## src/rtl/apb_sensor_poll_master.sv

```systemverilog
// Round-robin APB read master: polls each sensor slave's data register and forwards each
// result (or error/timeout) as a one-cycle tagged sample.
module apb_sensor_poll_master #(
  parameter int unsigned NUM_SENSORS   = 4,
  parameter int unsigned IDX_W         = $clog2(NUM_SENSORS),
  parameter logic [31:0] DATA_REG_ADDR = 32'h0000_0000,
  parameter int unsigned TIMEOUT       = 16,
  parameter int unsigned POLL_INTERVAL = 64
) (
  input  logic                   PCLK,
  input  logic                   PRESET,
  input  logic                   poll_en,
  output logic [31:0]            PADDR,
  output logic [NUM_SENSORS-1:0] PSEL,
  output logic                   PENABLE,
  output logic                   PWRITE,
  input  logic [31:0]            PRDATA,
  input  logic                   PREADY,
  input  logic                   PSLVERR,
  output logic                   sample_valid,
  output logic [31:0]            sample_data,
  output logic [IDX_W-1:0]       sample_idx,
  output logic [1:0]             sample_status,
  output logic                   busy
);

  localparam int unsigned WaitW = (TIMEOUT > 1) ? $clog2(TIMEOUT) : 1;
  localparam int unsigned GapW  = (POLL_INTERVAL > 1) ? $clog2(POLL_INTERVAL) : 1;
  localparam logic [WaitW-1:0] WaitLast = WaitW'(TIMEOUT - 1);
  localparam logic [GapW-1:0]  GapLast  = GapW'(POLL_INTERVAL - 1);
  localparam logic [IDX_W-1:0] IdxLast  = IDX_W'(NUM_SENSORS - 1);

  localparam logic [1:0] StatusOk      = 2'b00;
  localparam logic [1:0] StatusSlvErr  = 2'b01;
  localparam logic [1:0] StatusTimeout = 2'b10;

  // StTurn is the single idle bus cycle between transfers of the same round.
  typedef enum logic [2:0] {StIdle, StSetup, StAccess, StTurn, StGap} state_e;

  state_e            state_q, state_d;
  logic [IDX_W-1:0]  idx_q, idx_d;
  logic [WaitW-1:0]  wait_q, wait_d;
  logic [GapW-1:0]   gap_q, gap_d;
  logic              done;
  logic              timed_out;

  logic              sample_valid_q;
  logic [31:0]       sample_data_q;
  logic [IDX_W-1:0]  sample_idx_q;
  logic [1:0]        sample_status_q;

  always_ff @(posedge PCLK or posedge PRESET) begin
    if (PRESET) begin
      state_q <= StIdle;
      idx_q   <= '0;
      wait_q  <= '0;
      gap_q   <= '0;
    end else begin
      state_q <= state_d;
      idx_q   <= idx_d;
      wait_q  <= wait_d;
      gap_q   <= gap_d;
    end
  end

  always_comb begin
    state_d   = state_q;
    idx_d     = idx_q;
    wait_d    = wait_q;
    gap_d     = gap_q;
    done      = 1'b0;
    timed_out = 1'b0;
    unique case (state_q)
      StIdle: begin
        if (poll_en) begin
          state_d = StSetup;
          idx_d   = '0;
        end
      end
      StSetup: begin
        state_d = StAccess;
        wait_d  = '0;
      end
      StAccess: begin
        if (PREADY) begin
          done = 1'b1;
        end else if (wait_q == WaitLast) begin
          done      = 1'b1;
          timed_out = 1'b1;
        end else begin
          wait_d = wait_q + WaitW'(1);
        end
        // poll_en only matters once the in-flight transfer has finished.
        if (done) begin
          if (!poll_en) begin
            state_d = StIdle;
            idx_d   = '0;
          end else if (idx_q != IdxLast) begin
            state_d = StTurn;
            idx_d   = idx_q + IDX_W'(1);
          end else begin
            idx_d   = '0;
            gap_d   = '0;
            state_d = (POLL_INTERVAL == 0) ? StSetup : StGap;
          end
        end
      end
      StTurn: begin
        state_d = StSetup;
      end
      StGap: begin
        if (!poll_en) begin
          state_d = StIdle;
        end else if (gap_q == GapLast) begin
          state_d = StSetup;
        end else begin
          gap_d = gap_q + GapW'(1);
        end
      end
      default: begin
        state_d = StIdle;
      end
    endcase
  end

  always_ff @(posedge PCLK or posedge PRESET) begin
    if (PRESET) begin
      sample_valid_q  <= 1'b0;
      sample_data_q   <= '0;
      sample_idx_q    <= '0;
      sample_status_q <= StatusOk;
    end else begin
      sample_valid_q <= done;
      if (done) begin
        sample_idx_q <= idx_q;
        if (timed_out) begin
          sample_data_q   <= '0;
          sample_status_q <= StatusTimeout;
        end else if (PSLVERR) begin
          sample_data_q   <= '0;
          sample_status_q <= StatusSlvErr;
        end else begin
          sample_data_q   <= PRDATA;
          sample_status_q <= StatusOk;
        end
      end
    end
  end

  // Bus outputs decode straight from state so an async reset drops them at once.
  always_comb begin
    PSEL    = '0;
    PADDR   = '0;
    PENABLE = 1'b0;
    busy    = 1'b0;
    if (state_q == StSetup || state_q == StAccess) begin
      PSEL[idx_q] = 1'b1;
      PADDR       = DATA_REG_ADDR;
    end
    if (state_q == StAccess) begin
      PENABLE = 1'b1;
    end
    if (state_q == StSetup || state_q == StAccess || state_q == StTurn) begin
      busy = 1'b1;
    end
  end

  assign PWRITE        = 1'b0;
  assign sample_valid  = sample_valid_q;
  assign sample_data   = sample_data_q;
  assign sample_idx    = sample_idx_q;
  assign sample_status = sample_status_q;

  psel_onehot: assert property (@(posedge PCLK) disable iff (PRESET) $onehot0(PSEL));
  penable_has_psel: assert property (@(posedge PCLK) disable iff (PRESET) PENABLE |-> |PSEL);

endmodule
```

## config.mk

```make
export PLATFORM = sky130hd
export DESIGN_NAME = apb_sensor_poll_master
export DESIGN_NICKNAME = d
export VERILOG_FILES = /design/src/rtl/apb_sensor_poll_master.sv
export SDC_FILE = /design/constraint.sdc
export NUM_CORES = 1
export LEC_CHECK = 0
export CELL_PAD_IN_SITES_DETAIL_PLACEMENT = 1
export CELL_PAD_IN_SITES_GLOBAL_PLACEMENT = 1
export CORE_MARGIN = 4
export CORE_UTILIZATION = 34
export DETAILED_ROUTE_END_ITERATION = 10
export PLACE_DENSITY = 0.85
export SYNTH_ARGS = -nofsm -noshare
export SYNTH_HDL_FRONTEND = slang
export SYNTH_SLANG_ARGS = --single-unit
export TNS_END_PERCENT = 50
```

## constraint.sdc

```tcl
create_clock -name PCLK -period 5.2 [get_ports PCLK]
set_input_delay 0.78 -clock PCLK [delete_from_list [all_inputs] [get_ports PCLK]]
set_output_delay 0.78 -clock PCLK [all_outputs]
set_load 0.01 [all_outputs]
```

# Yosys cells after proc, flatten, opt, wreduce, memory -nomap -nowiden
# Cells that the tools add are included.
[classes]
n_addsub = 3
magnitude_cmp = 2
eq_ne = 16
n_mux = 36
n_reduce_logical = 11
[ops]
columns = ["op", "n"]
rows = [
  ["32-bit 2-to-1 mux", 2],
  ["6-bit 2-to-1 mux", 5],
  ["3-bit 2-to-1 mux", 6],
  ["2-bit inequality test, second input constant", 9],
  ["3-bit one-hot mux with 5 select lines", 1],
  ["4-bit 2-to-1 mux", 3],
  ["6-bit one-hot mux with 2 select lines", 1],
  ["1-bit 2-to-1 mux", 10],
  ["2-bit 2-to-1 mux", 5],
  ["3-bit AND reduction", 3],
  ["4-bit one-hot mux with 2 select lines", 1],
  ["6-bit by 1-bit adder with 6-bit output, second input constant", 1],
  ["3-bit by 2-bit == test with 1-bit output, second input constant", 2],
  ["6-bit == test, second input constant", 1],
  ["6-bit AND reduction", 1],
  ["2-bit nonzero test", 3],
  ["4-bit by 1-bit adder with 4-bit output, second input constant", 1],
  ["4-bit == test, second input constant", 1],
  ["2-bit one-hot mux with 2 select lines", 1],
  ["3-bit by 1-bit == test with 1-bit output, second input constant", 1],
  ["3-bit == test, second input constant", 1],
  ["3-bit logical NOT", 1],
  ["2-bit by 3-bit < comparator with 1-bit output, second input constant", 1],
  ["3-bit inequality test, second input constant", 1],
  ["other kinds (5)", 6],
]
[totals]
regBits = 52
input_bits = 37
out_inout_bits = 76
elab_cells = 76

# Depth between registers and ports, before layout
[logic_depth]
word_depth = 6
depth_mapped = 7
depth_no_buf = 5

# Least setup slack after synthesis
# Ideal clock, no wire load.
[synth_path]
path_kind = "register to output"
startpoint = "register state_q[0]"
endpoint = "output port PSEL[0]"
arrival_ns = 1.168
required_ns = 4.420
path_slack_ns = 3.252
stages_incl_launch_ff = 5
n_path_buf = 1
path_cell_list = "dfrtp_1 -> clkbuf_1 -> nand2b_1 -> a21oi_1 -> and2_1"
[synth_via]
elab_chain_cells = 3
elab_cells_between_ends = 4
cone_classes = "2 x eq/ne; 1 x mux; 1 x reduce/logical"
[synth_rtl]
columns = ["element", "line_no", "rtl"]
rows = [
  ["from (decl)", "40", "state_e state_q, state_d;"],
  ["from (signal assigned)", "54", "state_q <= StIdle;"],
  ["from (signal assigned)", "59", "state_q <= state_d;"],
  ["3-bit by 1-bit == test with 1-bit output or 3-bit by 2-bit == test with 1-bit output (tied branches)", "156", "if (state_q == StSetup || state_q == StAccess) begin"],
  ["1-bit logical OR (*)", "156", ""],
  ["4-bit 2-to-1 mux (*)", "156", ""],
  ["to (decl)", "14", "output logic [NUM_SENSORS-1:0] PSEL,"],
]
# Every way passes the cells marked *; elsewhere a longest branch is shown, timed or not.

# Worst setup path in the final report
[layout_path]
startpoint = "register state_q[1]"
endpoint = "output port PSEL[1]"
# Same word-level chain as after synthesis.

==> flow_metrics.tcl <==
set metrics [dict create \
    clock_latency_ns 0.31 \
    gp_congestion 0.780 \
    ys_top_cells_by_area "dfrtp_1 52%, a22o_1 13%, buf_4 9.9%" \
    required_ns 4.42 \
    numCtsBuffers 5 \
    synth_ff_type "dfrtp_1" \
    drive_gt1_frac 0.0533 \
    fmax_ghz 0.346 \
    dp_hpwl_mm 4.99 \
    clkTransAtPathRegs_ns 0.10 \
    ant_nets 0 \
    p_leak_nw 1.54 \
    whs_ns 0.491 \
    grt_max_degree 53 \
    first_global_vias 1961 \
    io_buffers 79 \
    grt_use_total 0.163 \
    drt_iter0_drc 109 \
    num_antenna_cells 0 \
    power.density_mw_per_mm2 514 \
    fp-row-count 31 \
    slowest_stage "dfrtp_1" \
    vias_per_cell 4.95 \
    pre_cts_ws_ns 2.25 \
    tightestPinTransition_ns 1.30 \
    antenna_found_initial 0 \
    grt_pass1_wl_mm 11.1 \
    synth_area_sq_mm 0.00251 \
    synth_edf_count 0 \
    peakVddDrop_mv 0.204 \
    timing.setup.tns_ns 0 \
    die_area_sq_mm 0.00882 \
    cts-resized-gates 0 \
    wl_mm 7.13 \
    cts_tree "done" \
    crit_type "flop to primary output" \
    regArea_sq_mm 0.00130 \
    rsz0062_at_grt "false" \
    fp.dieH_um 93.9 \
    multiInputGateArea_sq_mm 0.00102 \
    hold_buffers 0 \
    initial_core_util 0.348 \
    yosysTopAreaCell "dfrtp_1" \
    final-hold-violation-count 0 \
    htree_levels 2 \
    async_flop_share 1.00 \
    worstPathMaxFanout 15 \
    area_growth_pct 34.2 \
    final_max_slew_viol_count 0 \
    ys_types 35 \
    clock-sinks 52 \
    setup_violations 0 \
    core_sq_mm 0.00721 \
    fin_worst_skew_ns 0.00564 \
    relSlewSlack 0.130 \
    seq_area_frac_synth 0.518 \
    num-fill-cells 793 \
    clock_path_buffers 2 \
    synth_area_per_cell_sq_um 11.2 \
    critical_path.cell_chain "nand2b_1 -> a21oi_1 -> and2_1 -> clkdlybuf4s50_1" \
    drt-wirelength-per-cell_um 17.9 \
    final_nets 342 \
    drc_errors 0 \
    synth_top_area_share 0.518 \
    status "completed" \
    design_area_sq_mm 0.00337 \
    critPathMaxStageDelay_ns 0.55 \
    vias 1977 \
    clockRootBuffer "clkbuf_8" \
    fin_ws_ns 2.31 \
    post-route-min-period_ns 2.89 \
    hp-class "flop to flop" \
    postCtsSetupBuffers 0 \
    cp-start-kind "flop" \
    cp.arrival_ns 2.11 \
    grt_overflow 0 \
    chipWidth_um 93.9 \
    fin_crit_sh 0.556 \
    synthCells 224 \
    io_pins 113 \
    synth_seq_cells 52 \
    ys_warn_count 0 \
    crit_path_end_kind "primary output" \
    dr.pass1.iters 4 \
    max_cap_viol_count 0 \
    placed_area_sq_mm 0.00326 \
]
[placed cells by master (no fill, tap or decap), types with 3 or more instances in the layout]
master           instances
a21oi_1                  8
a22o_1                  36
a31oi_1                  3
a32o_1                   3
and2_1                   5
and3_1                   3
clkbuf_8                 5
clkdlybuf4s50_1         79
conb_1                  33
dfrtp_1                 52
ha_1                     6
inv_1                    3
mux2i_1                  3
nand2_1                 13
nand2b_1                 3
nand3_1                  4
nand4_1                  3
nor2_1                   7
o21ai_0                 10
[worst max-delay path, delay by kind of cell, from the launching register on]
kind,cells,cell delay (ns)
flops,1,0.55
compound gates,1,0.28
simple gates,2,0.43
buf+inv,1,0.55
[stage by stage]
stage,power (mW),util,instances
final,1.73,0.467,399
after floorplan,1.04,-,256
after global placement,1.40,0.451,391
after CTS,1.75,0.467,399
after detailed placement,1.44,0.451,391
after global routing,1.84,0.467,399
[path summary, 6_finish.rpt]
kind / startpoint / to / slack [ns] / cells after the start
min in group asynchronous: PRESET / sample_data[4]$_DFFE_PP0P_ / 1.07 / 2
worst min register to register: gap_q[5]$_DFFE_PP0P_ / gap_q[5]$_DFFE_PP0P_ / 0.49 / 1
worst max register to register: state_q[1]$_DFFE_PP0P_ / sample_data[2]$_DFFE_PP0P_ / 2.60 / 4
worst min-delay path: gap_q[5]$_DFFE_PP0P_ / gap_q[5]$_DFFE_PP0P_ / 0.49 / 1
max in group asynchronous: PRESET / gap_q[2]$_DFFE_PP0P_ / 3.48 / 2
worst max-delay path: state_q[1]$_DFFE_PP0P_ / PSEL[1] / 2.31 / 4
[where the power goes]
part / switching (mW) / internal (mW)
Combinational: 0.325 / 0.436
Clock: 0.144 / 0.145
Sequential: 0.126 / 0.556
[sequential cells by signal, summed over array words and instances, names as in the netlist]
name / cells
sample_data: 32
gap_q: 6
wait_q: 4
state_q: 3
idx_q: 2
sample_idx: 2
sample_status: 2
sample_valid: 1
[kinds of logic after synthesis]
group,synth area share
xor gates and xnor gates,0.00349
other,0.00149
AOI/OAI and AO/OA,0.200
adders and majority gates,0.0299
buffers and inverters,0.123
muxes,0.0120
and+or+nand+nor,0.112
DFF,0.518
[synthesized netlist by cell type (all sizes together) (5+ instances only)]
| master | count |
|---|---|
| and2 | 5 |
| ha | 6 |
| a22o | 36 |
| dfrtp | 52 |
| a21oi | 8 |
| o21ai | 11 |
| nor2 | 8 |
| buf | 39 |
| nand2 | 13 |
[final cells by class]
class / instances / share of cell area
clock buffers: 5 / 0.0204
clock inverters: 3 / 0.0137
inverters: 4 / 0.00445
multi-input cells: 157 / 0.304
flip-flops and latches: 52 / 0.386
well taps: 99 / 0.0367
repair buffers: 79 / 0.235
[per-layer routing]
metal,global-route usage,part of all wire,up-vias
met5,0,0,-
met3,0.0545,0.11,5
met4,0.0433,0.011,0
met1,0.207,0.40,980
met2,0.264,0.48,99
li1,-,-,893
Power figures use the tool's default switching activity.
